[src/rtl/gemm_ctrl_pkg.sv]
// Shared types for the GEMM tile sequencer: controller states and the
// {valid, first} tag that travels alongside the MAC pipeline.
package gemm_ctrl_pkg;

    typedef enum logic [1:0] {
        IDLE,
        ISSUE,
        DRAIN,
        EMIT
    } state_t;

    typedef struct packed {
        logic valid;
        logic first;
    } dl_entry_t;

endpackage

[src/rtl/ctrl_delay_line.sv]
// PIPE_LAT-deep shift register for the accumulator control tag, synchronously
// cleared on reset; a zero-depth instance is a plain wire.
module ctrl_delay_line
    import gemm_ctrl_pkg::*;
#(
    parameter int PIPE_LAT = 2
) (
    input  logic      clk,
    input  logic      reset,
    input  dl_entry_t d,
    output dl_entry_t q
);

    generate
        if (PIPE_LAT == 0) begin : g_pass
            assign q = d;
        end else begin : g_pipe
            dl_entry_t [PIPE_LAT-1:0] pipe;

            always_ff @(posedge clk) begin
                if (reset) begin
                    pipe <= '0;
                end else begin
                    pipe[0] <= d;
                    for (int s = 1; s < PIPE_LAT; s++) pipe[s] <= pipe[s-1];
                end
            end

            assign q = pipe[PIPE_LAT-1];
        end
    endgenerate

endmodule

[src/rtl/gemm_tile_sequencer.sv]
// Walks C[i][j] in row-major order, issuing K operand address pairs per element
// and steering the accumulator enables through a delay line matched to the MAC.
module gemm_tile_sequencer
    import gemm_ctrl_pkg::*;
#(
    parameter int DIM_WIDTH  = 8,
    parameter int ADDR_WIDTH = 16,
    parameter int PIPE_LAT   = 2
) (
    input  logic                  clk,
    input  logic                  reset,
    input  logic                  start,
    input  logic [DIM_WIDTH-1:0]  cfg_m,
    input  logic [DIM_WIDTH-1:0]  cfg_n,
    input  logic [DIM_WIDTH-1:0]  cfg_k,
    output logic                  busy,
    output logic                  done,
    output logic                  op_valid,
    output logic [ADDR_WIDTH-1:0] a_addr,
    output logic [ADDR_WIDTH-1:0] b_addr,
    output logic                  acc_en,
    output logic                  acc_clr,
    output logic                  res_valid,
    input  logic                  res_ready,
    output logic [DIM_WIDTH-1:0]  res_row,
    output logic [DIM_WIDTH-1:0]  res_col
);

    localparam int CW = $clog2(PIPE_LAT + 2);
    localparam logic [CW-1:0] DRAIN_LAST = CW'((PIPE_LAT > 0) ? PIPE_LAT - 1 : 0);

    state_t                state, state_nxt;
    logic [DIM_WIDTH-1:0]  m_cfg, n_cfg, k_cfg;
    logic [DIM_WIDTH-1:0]  i_idx, j_idx, k_idx;
    logic [ADDR_WIDTH-1:0] a_base, a_cur, b_cur;
    logic [CW-1:0]         drain_cnt;
    logic                  done_r, done_nxt;
    logic                  cfg_ok, k_last, j_last, i_last;
    dl_entry_t             dl_in, dl_out;

    assign cfg_ok = (|cfg_m) && (|cfg_n) && (|cfg_k);
    assign k_last = (k_idx == k_cfg - 1'b1);
    assign j_last = (j_idx == n_cfg - 1'b1);
    assign i_last = (i_idx == m_cfg - 1'b1);

    always_ff @(posedge clk) begin
        if (reset) state <= IDLE;
        else       state <= state_nxt;
    end

    always_comb begin
        state_nxt = state;
        done_nxt  = 1'b0;
        case (state)
            IDLE: begin
                if (start) begin
                    if (cfg_ok) state_nxt = ISSUE;
                    else        done_nxt  = 1'b1;
                end
            end
            ISSUE: if (k_last) state_nxt = (PIPE_LAT == 0) ? EMIT : DRAIN;
            DRAIN: if (drain_cnt == DRAIN_LAST) state_nxt = EMIT;
            EMIT: begin
                if (res_ready) begin
                    if (i_last && j_last) begin
                        state_nxt = IDLE;
                        done_nxt  = 1'b1;
                    end else begin
                        state_nxt = ISSUE;
                    end
                end
            end
            default: state_nxt = IDLE;
        endcase
    end

    // Addresses advance by additions only: a by 1 per k and K per row,
    // b by N per k; each element restarts from (a_base, j).
    always_ff @(posedge clk) begin
        if (reset) begin
            m_cfg     <= '0;
            n_cfg     <= '0;
            k_cfg     <= '0;
            i_idx     <= '0;
            j_idx     <= '0;
            k_idx     <= '0;
            a_base    <= '0;
            a_cur     <= '0;
            b_cur     <= '0;
            drain_cnt <= '0;
            done_r    <= 1'b0;
        end else begin
            done_r <= done_nxt;
            case (state)
                IDLE: begin
                    if (start && cfg_ok) begin
                        m_cfg  <= cfg_m;
                        n_cfg  <= cfg_n;
                        k_cfg  <= cfg_k;
                        i_idx  <= '0;
                        j_idx  <= '0;
                        k_idx  <= '0;
                        a_base <= '0;
                        a_cur  <= '0;
                        b_cur  <= '0;
                    end
                end
                ISSUE: begin
                    drain_cnt <= '0;
                    if (k_last) begin
                        k_idx <= '0;
                    end else begin
                        k_idx <= k_idx + 1'b1;
                        a_cur <= a_cur + 1'b1;
                        b_cur <= b_cur + ADDR_WIDTH'(n_cfg);
                    end
                end
                DRAIN: drain_cnt <= drain_cnt + 1'b1;
                EMIT: begin
                    if (res_ready) begin
                        if (i_last && j_last) begin
                            i_idx  <= '0;
                            j_idx  <= '0;
                            a_base <= '0;
                            a_cur  <= '0;
                            b_cur  <= '0;
                        end else if (j_last) begin
                            j_idx  <= '0;
                            i_idx  <= i_idx + 1'b1;
                            a_base <= a_base + ADDR_WIDTH'(k_cfg);
                            a_cur  <= a_base + ADDR_WIDTH'(k_cfg);
                            b_cur  <= '0;
                        end else begin
                            j_idx <= j_idx + 1'b1;
                            a_cur <= a_base;
                            b_cur <= ADDR_WIDTH'(j_idx) + 1'b1;
                        end
                    end
                end
                default: ;
            endcase
        end
    end

    assign dl_in = '{valid: (state == ISSUE), first: (k_idx == '0)};

    ctrl_delay_line #(.PIPE_LAT(PIPE_LAT)) u_dly (
        .clk   (clk),
        .reset (reset),
        .d     (dl_in),
        .q     (dl_out)
    );

    assign busy      = (state != IDLE);
    assign done      = done_r;
    assign op_valid  = (state == ISSUE);
    assign a_addr    = a_cur;
    assign b_addr    = b_cur;
    assign acc_en    = dl_out.valid;
    assign acc_clr   = dl_out.valid & dl_out.first;
    assign res_valid = (state == EMIT);
    assign res_row   = i_idx;
    assign res_col   = j_idx;

endmodule

[config.mk]
export PLATFORM = sky130hd
export DESIGN_NAME = gemm_tile_sequencer
export DESIGN_NICKNAME = d
export VERILOG_FILES = /design/src/rtl/gemm_ctrl_pkg.sv /design/src/rtl/ctrl_delay_line.sv /design/src/rtl/gemm_tile_sequencer.sv
export SDC_FILE = /design/constraint.sdc
export NUM_CORES = 1
export LEC_CHECK = 0
export BUFFER_PORTS_ARGS = -buffer_cell sky130_fd_sc_hd__buf_2
export CAP_MARGIN = 20
export CELL_PAD_IN_SITES_DETAIL_PLACEMENT = 0
export CELL_PAD_IN_SITES_GLOBAL_PLACEMENT = 1
export CORE_AREA = 2 2 126 219
export CTS_BUF_LIST = sky130_fd_sc_hd__clkbuf_8
export CTS_CLUSTER_DIAMETER = 30
export DETAILED_ROUTE_END_ITERATION = 10
export DIE_AREA = 0 0 128 221
export GPL_TIMING_DRIVEN = 0
export PLACE_DENSITY_LB_ADDON = 0.05
export SLEW_MARGIN = 40
export SYNTH_ARGS = -nofsm -noshare
export SYNTH_HDL_FRONTEND = slang
export SYNTH_SLANG_ARGS = --single-unit
[constraint.sdc]
create_clock -name clk -period 3.7 [get_ports clk]
set_input_delay 0.74 -clock clk [delete_from_list [all_inputs] [get_ports clk]]
set_output_delay 0.74 -clock clk [all_outputs]
set_load 0.01 [all_outputs]
==> results of run 1 <==
-- cells in the mapped netlist (6+ instances only) --
| library cell | count |
|---|---|
| nand2b_1 | 11 |
| nor2_1 | 84 |
| clkbuf_1 | 25 |
| nor3_1 | 18 |
| nor4_1 | 15 |
| and2_1 | 9 |
| a211oi_1 | 12 |
| mux2i_1 | 29 |
| inv_1 | 38 |
| xor2_1 | 22 |
| nand4_1 | 9 |
| nand2_1 | 58 |
| o21a_1 | 7 |
| or3_1 | 9 |
| buf_1 | 8 |
| nand3_1 | 40 |
| ha_1 | 29 |
| dfxtp_1 | 105 |
| o21ai_0 | 37 |
| xnor2_1 | 39 |
| nor2b_1 | 10 |
| a22oi_1 | 6 |
| o211ai_1 | 6 |
| a21oi_1 | 38 |
| o31ai_1 | 7 |
| a21o_1 | 13 |
| and3_1 | 10 |
| o41ai_1 | 7 |
| a2111oi_0 | 6 |
| or4_1 | 9 |
-- routing by layer --
metal  vias up  track usage (%)  wire [um]
li1       3111                -          -
met1      3031             19.9       9750
met2       125             31.3      12500
met3        26             2.51        734
met4         0             7.05        566
met5         -                0          0
-- registers in the layout, indices dropped and copies added, names as in the netlist, 8 cells and up --
register / count
a_addr: 16
a_base: 16
b_addr: 16
k_cfg: 8
k_idx: 8
m_cfg: 8
n_cfg: 8
res_col: 8
res_row: 8
-- metrics by stage --
step                total power [mW]  setup TNS [ns]  setup WS, ns
floorplan                       2.39               0         0.854
global placement                2.90      -0.0000442    -0.0000442
detailed placement              2.93               0        0.0256
CTS                             3.75               0        0.0236
global route                    3.97               0        0.0149
finish                          3.70               0         0.273
-- area by class of cell --
cell class / instances / area, um^2 / share of cell area (%)
multi-input cells: 623 / 4170 / 55.0
clock inverters: 6 / 57.6 / 0.760
well taps: 324 / 405 / 5.35
repair buffers: 83 / 422 / 5.56
flip-flops and latches: 105 / 2100 / 27.7
inverters: 38 / 143 / 1.88
plain buffers: 36 / 144 / 1.90
clock buffers: 10 / 138 / 1.82
-- power groups by stage --
stage                     logic, mW  clock network, mW  registers (mW)
after detailed placement       1.52                  0            1.41
after CTS                      1.53              0.839            1.38
after global placement         1.50                  0            1.41
after global routing           1.69              0.875            1.40
after floorplan                1.05                  0            1.35
final                          1.54              0.783            1.38
-- cells in the final DEF (no fill, tap or decap), types with 5 or more instances in the layout --
cell / Yosys / routed
a22oi_1: 6 / 6
nand3_1: 40 / 40
or4_1: 9 / 9
a31oi_1: 5 / 5
ha_1: 29 / 29
dfxtp_1: 105 / 105
and2_1: 9 / 9
o21ai_0: 37 / 37
a21o_1: 13 / 13
or2_2: 5 / 5
nand4_1: 9 / 9
a211oi_1: 12 / 12
o21a_1: 7 / 7
nor2b_1: 10 / 10
nand2b_1: 11 / 11
buf_2: 3 / 85
xor2_1: 22 / 22
nand2_1: 58 / 58
inv_1: 38 / 38
nor2_1: 84 / 83
a2111oi_0: 6 / 5
o31ai_1: 7 / 7
mux2i_1: 29 / 29
and3_1: 10 / 10
clkbuf_1: 25 / 22
buf_1: 8 / 7
o41ai_1: 7 / 6
o211ai_1: 6 / 6
or3_1: 9 / 9
clkbuf_8: 0 / 10
nor3_1: 18 / 18
a21oi_1: 38 / 38
nor4_1: 15 / 13
xnor2_1: 39 / 39
-- repair_timing --
action	CTS	global route
resized for setup	0	10
buffers inserted	0	0
setup endpoints to repair	0	26
-- cell families after synthesis --
logic type                 synth area share, %
AOI/OAI and AO/OA                         20.6
xor gates and xnor gates                  8.20
adders and majority gates                 6.18
buffers and inverters                     4.32
DFF                                       32.3
muxes                                     4.63
and+or+nand+nor                           23.8
-- worst max path at each step --
stage                                      from                      end  slack (ns)  cells after the start
after global placement                 cfg_k[4]  a_addr[13]$_SDFFE_PP0P_    -0.00004                      9
after floorplan           n_cfg[1]$_SDFFE_PP0P_  a_base[11]$_SDFFE_PP0P_        0.85                     10
after global routing      state[1]$_SDFFE_PP0P_  a_addr[14]$_SDFFE_PP0P_        0.01                     10
after detailed placement               cfg_k[4]  a_addr[13]$_SDFFE_PP0P_        0.03                      9
final                     n_cfg[1]$_SDFFE_PP0P_  a_addr[14]$_SDFFE_PP0P_        0.27                     11
after CTS                 k_cfg[1]$_SDFFE_PP0P_  a_addr[14]$_SDFFE_PP0P_        0.02                      9
==> metrics.md, run 1 <==
| Metric | Value |
|---|---|
| Status | `completed` |
| Bufs on Longest Clock Path | `2` |
| Initial DRC Count | `281` |
| Fmax | `292 MHz` |
| Final instance area | `7580 um^2` |
| Reg2Reg Depth | `11` |
| Slew @ Worst Pin | `0.748 ns` |
| Vias in the first global route | `6468` |
| Tcrit/Tclk final | `92.6%` |
| Clk network pwr share | `21.2%` |
| Root Driver | `clkbuf_8` |
| Residual DRC | `0` |
| Cts hold-fix bufs | `0` |
| Reg power frac | `37.3%` |
| Placed inst area | `7350 um^2` |
| Crit. End Element | `flip-flop` |
| Sw frac | `43.1%` |
| Setup violators final | `0` |
| Row count | `79` |
| Min Hold Slack | `0.472 ns` |
| Worst VDD drop | `206 uV` |
| Synth top area cells | `dfxtp_1, ha_1, xnor2_1` |
| Cell Chain, Critical Path | `inv_1, ha_1, or3b_1, or3b_2, o31ai_1, o2111ai_1, buf_2, o21ai_1, or2_2, clkbuf_1, o221ai_1` |
| Number of synthesized flops with an enable pin | `0` |
| Wire per inst | `19.2 um` |
| Post-Syn Area | `6520 um^2` |
| Share of the synthesized area in the top cell type | `32.3%` |
| Switching pwr | `1.59 mW` |
| Tmin final | `3.43 ns` |
| Worst setup SP type | `flip-flop` |
| Dpl hpwl | `18600 um` |
| Area grow syn2layout | `16.3%` |
| Comb power frac | `41.5%` |
| Clk sinks | `105` |
| WL final | `23600 um` |
| Maxcap violations | `0` |
| Routed Antenna Nets | `0` |
| Clk_skew | `0.0184 ns` |
| Cell Pwr Density | `488 nW/um^2` |
| Cts bufs inserted | `9` |
| Die ar. | `28300 um^2` |
| Family with the most delay on the worst path | `simple AND/OR/NAND/NOR gates` |
| Cell Count Post-Placement | `1208` |
| Setup Crit Path Kind | `flip-flop to flip-flop` |
| Worst endpoint required time | `4.00 ns` |
| Mapped Nets | `861` |
| Total gr overflow | `0` |
| Largest net degree at the start of global routing | `17` |
| Fillers | `2940` |
| Worst endpoint data arrival time | `3.73 ns` |
| Buf+Inv Stages, Crit Path | `3` |
| Clock latency on the worst-skew pair | `0.43 ns` |
| Final Non-Filler Cells | `1225` |
| H-tree depth | `3` |
| Share of async-settable or async-resettable flops after synthesis | `0%` |
| HP Class | `flip-flop to flip-flop` |
| Reg-to-Reg End | `a_addr[14]$_SDFFE_PP0P_` |
| Seq cells post-synth | `105` |
| Mapped Cells | `802` |
| Ant. Diodes | `0` |
| RSZ-0062 raised after global routing | `no` |
| Hold Path Sink | `u_dly.q[0]$_SDFF_PP0_` |
| Post-synthesis sequential area ratio | `32.3%` |
| CP max-delay cell | `o21ai_1` |
| Initial antenna violation count | `0` |
| Cell accounting for the most synthesized area | `dfxtp_1` |
| P_int | `2.10 mW` |
| Hold path depth | `1` |
| Final Hold Vio Count | `0` |
| Yosys cell types | `72` |
| Final nets | `955` |
| Syn_area_per_cell | `8.13 um^2` |
| Primary FF master, synth | `dfxtp_1` |
| Worst r2r src | `n_cfg[1]$_SDFFE_PP0P_` |
| Gr usage total | `17.2%` |
| Die H | `221 um` |
| Die W | `128 um` |
| First-pass GRT wire length | `37300 um` |
| YS warnings | `0` |
| Max-slew violations | `0` |
| Detailed Routing Iterations Pass 1 | `5` |
| GP Congestion | `0.804` |
| CTS tree | `done` |
| Starting Density | `24.6%` |
| Drt via density | `5.14` |
| R2R Setup Slk | `0.27 ns` |
| CP peak stage delay | `0.47 ns` |
| Share of cells above drive strength 1 | `14.2%` |
| Io pins | `82` |
| Clock slew seen by the registers of the worst setup and hold paths | `0.11 ns` |
| Port Buffers | `81` |
| Min-delay src | `u_dly.g_pipe.pipe[0]$_SDFF_PP0_` |
| Max transition margin | `49.6%` |
| Core Util, Final | `28.6%` |
| Total core area | `26500 um^2` |
| Max FO, Critical Path | `10` |
| Via count | `6293` |
| P_leak | `3.02 nW` |
No activity file was read; power rests on OpenSTA's default activity.
==> inputs of run 2 (changes only) <==
- ABC_AREA: not set -> 1
- CORE_AREA: 2 2 126 219 -> 2 2 131 228
- DIE_AREA: 0 0 128 221 -> 0 0 133 230
==> metrics.md, run 2 <==
| Metric | Value |
|---|---|
| Largest net degree at the start of global routing | `18` |
| Vias in the first global route | `7076` |
| Final Hold Vio Count | `0` |
| Seq cells post-synth | `105` |
| Die W | `133 um` |
| Detailed Routing Iterations Pass 1 | `5` |
| Top post-synthesis cells by count | `nand2_1, inv_1, dfxtp_1` |
| Io pins | `82` |
| P_int | `2.50 mW` |
| HP Class | `flip-flop to flip-flop` |
| Max-slew violations | `0` |
| Yosys cell types | `41` |
| Area of the multi-input gates | `4330 um^2` |
| Worst endpoint data arrival time | `3.16 ns` |
| Synth top area cells | `dfxtp_1, nand2_1, a21oi_1` |
| Cell accounting for the most synthesized area | `dfxtp_1` |
| Post-CTS sizing | `0` |
| Worst endpoint required time | `4.06 ns` |
| Final nets | `1235` |
| Max transition margin | `49.4%` |
| CTS tree | `done` |
| Mapped Cells | `1085` |
| Fillers | `3280` |
| Clk sinks | `105` |
| Primary FF master, synth | `dfxtp_1` |
| H-tree depth | `3` |
| Most used cell, CP | `nand2_1` |
| Maxcap violations | `0` |
| First-pass GRT wire length | `40200 um` |
| Worst VDD drop | `233 uV` |
| Die ar. | `30600 um^2` |
| Reg power frac | `34.5%` |
| Via count | `7070` |
| Gr usage total | `17.4%` |
| Clock slew seen by the registers of the worst setup and hold paths | `0.11 ns` |
| Tcrit/Tclk final | `75.8%` |
| Most common cell in the synthesized netlist | `nand2_1` |
| CP peak stage delay | `0.59 ns` |
| Die H | `230 um` |
| Setup Crit Path Kind | `flip-flop to flip-flop` |
| Initial antenna violation count | `0` |
| Buf+Inv Stages, Crit Path | `4` |
| Worst setup SP type | `flip-flop` |
| Status | `completed` |
| Clk_skew | `0.0135 ns` |
| Sw frac | `49.6%` |
| Initial DRC Count | `316` |
| Ant. Diodes | `0` |
| Register area | `2100 um^2` |
| Wire per inst | `16.8 um` |
| Fmax | `356 MHz` |
| Commonest cells after routing, fill and taps aside | `nand2_1, inv_1, dfxtp_1, a21oi_1, buf_2` |
| Starting Density | `24.7%` |
| YS warnings | `0` |
| Cts bufs inserted | `9` |
| Setup violators final | `0` |
| Syn_area_per_cell | `6.51 um^2` |
| Drt via density | `4.53` |
| Clk network pwr share | `15.3%` |
| Share of cells above drive strength 1 | `13.9%` |
| Switching pwr | `2.46 mW` |
| Post-synthesis sequential area ratio | `29.8%` |
| WL final | `26200 um` |
| Row count | `82` |
| Total core area | `28600 um^2` |
| RSZ-0062 raised after global routing | `no` |
| Cell Pwr Density | `611 nW/um^2` |
| Cell Chain, Critical Path | `inv_1, ha_1, clkbuf_1, clkinv_1, clkbuf_1, nor2_1, nand2_1, nand2_1, nand2_1, a21oi_1` |
| Comb power frac | `50.1%` |
| Clock latency on the worst-skew pair | `0.43 ns` |
| Slew @ Worst Pin | `0.759 ns` |
| Root Driver | `clkbuf_8` |
| Family with the most delay on the worst path | `buffers and inverters` |
| Cts hold-fix bufs | `0` |
| Share of the synthesized area in the top cell type | `29.8%` |
| Routed Antenna Nets | `0` |
| P_leak | `3.65 nW` |
| Bufs on Longest Clock Path | `2` |
| Setup bufs post-CTS | `0` |
| Residual DRC | `0` |
| Share of async-settable or async-resettable flops after synthesis | `0%` |
| Post-Syn Area | `7060 um^2` |
| Mapped Nets | `1144` |
| Crit. End Element | `flip-flop` |
| Port Buffers | `80` |
| Area grow syn2layout | `15.1%` |
| Max FO, Critical Path | `10` |
| Total gr overflow | `0` |
| Most common cell after layout, fill and taps aside | `nand2_1` |
| Tmin final | `2.81 ns` |
| Number of synthesized flops with an enable pin | `0` |
| CP max-delay cell | `clkbuf_1` |
| Core Util, Final | `28.4%` |
| Dpl hpwl | `21100 um` |
| GP Congestion | `0.765` |
| Setup TNS | `0 ns` |
==> run 2: cell count changes in the layout (fill, tap and decap cells not counted), sizes merged, moves of 20 or more <==
| cell | delta |
|---|---|
| mux2i | -29 |
| xnor2 | -20 |
| nand3 | +35 |
| a21oi | +73 |
| inv | +84 |
| o21ai | +35 |
| nand2 | +267 |
==> run 2: routing by layer <==
layer	vias up	track usage (%)	part of all wire (%)
met3	21	2.27	2.3
met2	94	34.3	55
li1	3696	-	-
met4	0	5.95	1.8
met1	3259	18.6	41
met5	-	0	0
==> run 2: cell families (layout without fill, tap and decap cells) <==
| family | count (synthesis) | in the layout | share of synthesized area [%] |
|---|---|---|---|
| adders and majority gates | 31 | 31 | 5.71 |
| AOI/OAI and AO/OA | 200 | 200 | 15.6 |
| xor gates and xnor gates | 46 | 46 | 5.90 |
| and+or+nand+nor | 546 | 546 | 34.0 |
| DFF | 105 | 105 | 29.8 |
| buffers and inverters | 157 | 253 | 8.93 |
==> run 2: worst reg2reg max path, stage by stage, from the launching register on <==
cell and delay, ns:
dfxtp_1 0.35, inv_1 0.12, ha_1 0.20, clkbuf_1 0.59, clkinv_1 0.58, clkbuf_1 0.43, nor2_1 0.18, nand2_1 0.06
nand2_1 0.07, nand2_1 0.05, a21oi_1 0.12
==> run 2: path summary, 6_finish.rpt <==
check,to,slack [ns],cells after the start,start
hold / removal,u_dly.q[1]$_SDFF_PP0_,0.41,2,u_dly.g_pipe.pipe[1]$_SDFF_PP0_
setup reg to reg,a_addr[6]$_SDFFE_PP0P_,0.89,10,state[1]$_SDFFE_PP0P_
hold reg to reg,u_dly.q[1]$_SDFF_PP0_,0.41,2,u_dly.g_pipe.pipe[1]$_SDFF_PP0_
setup / recovery,a_addr[6]$_SDFFE_PP0P_,0.89,10,state[1]$_SDFFE_PP0P_
==> run 2: through the flow <==
step | instances | hold WS, ns | cell area [um^2] | worst slack (ns) | power, mW
3_3_place_gp | 1543 | 0.392 | 7930 | 0.759 | 4.29
3_5_place_dp | 1543 | 0.394 | 7940 | 0.817 | 4.28
2_1_floorplan | 1085 | 0.388 | 7060 | 1.61 | 3.43
4_1_cts | 1559 | 0.411 | 8130 | 0.781 | 5.09
5_1_grt | 1559 | 0.424 | 8130 | 0.683 | 5.43
6_report | 1559 | 0.407 | 8130 | 0.894 | 4.97
==> run 2: layout make-up <==
class                      count  area share (%)
inverter                     123            5.68
multi-input combinational    823            53.3
sequential                   105            25.9
tap                          378            5.82
buffer                        34            2.09
clock inverter                 5           0.477
clock buffer                  11            1.86
timing repair buffer          80            4.93
==> run 2: power groups by stage <==
stage               clock network, mW  registers, mW  logic, mW
floorplan                           0           1.65       1.78
global route                    0.845           1.76       2.82
detailed placement                  0           1.74       2.53
finish                          0.760           1.72       2.49
global placement                    0           1.75       2.54
CTS                             0.819           1.72       2.55
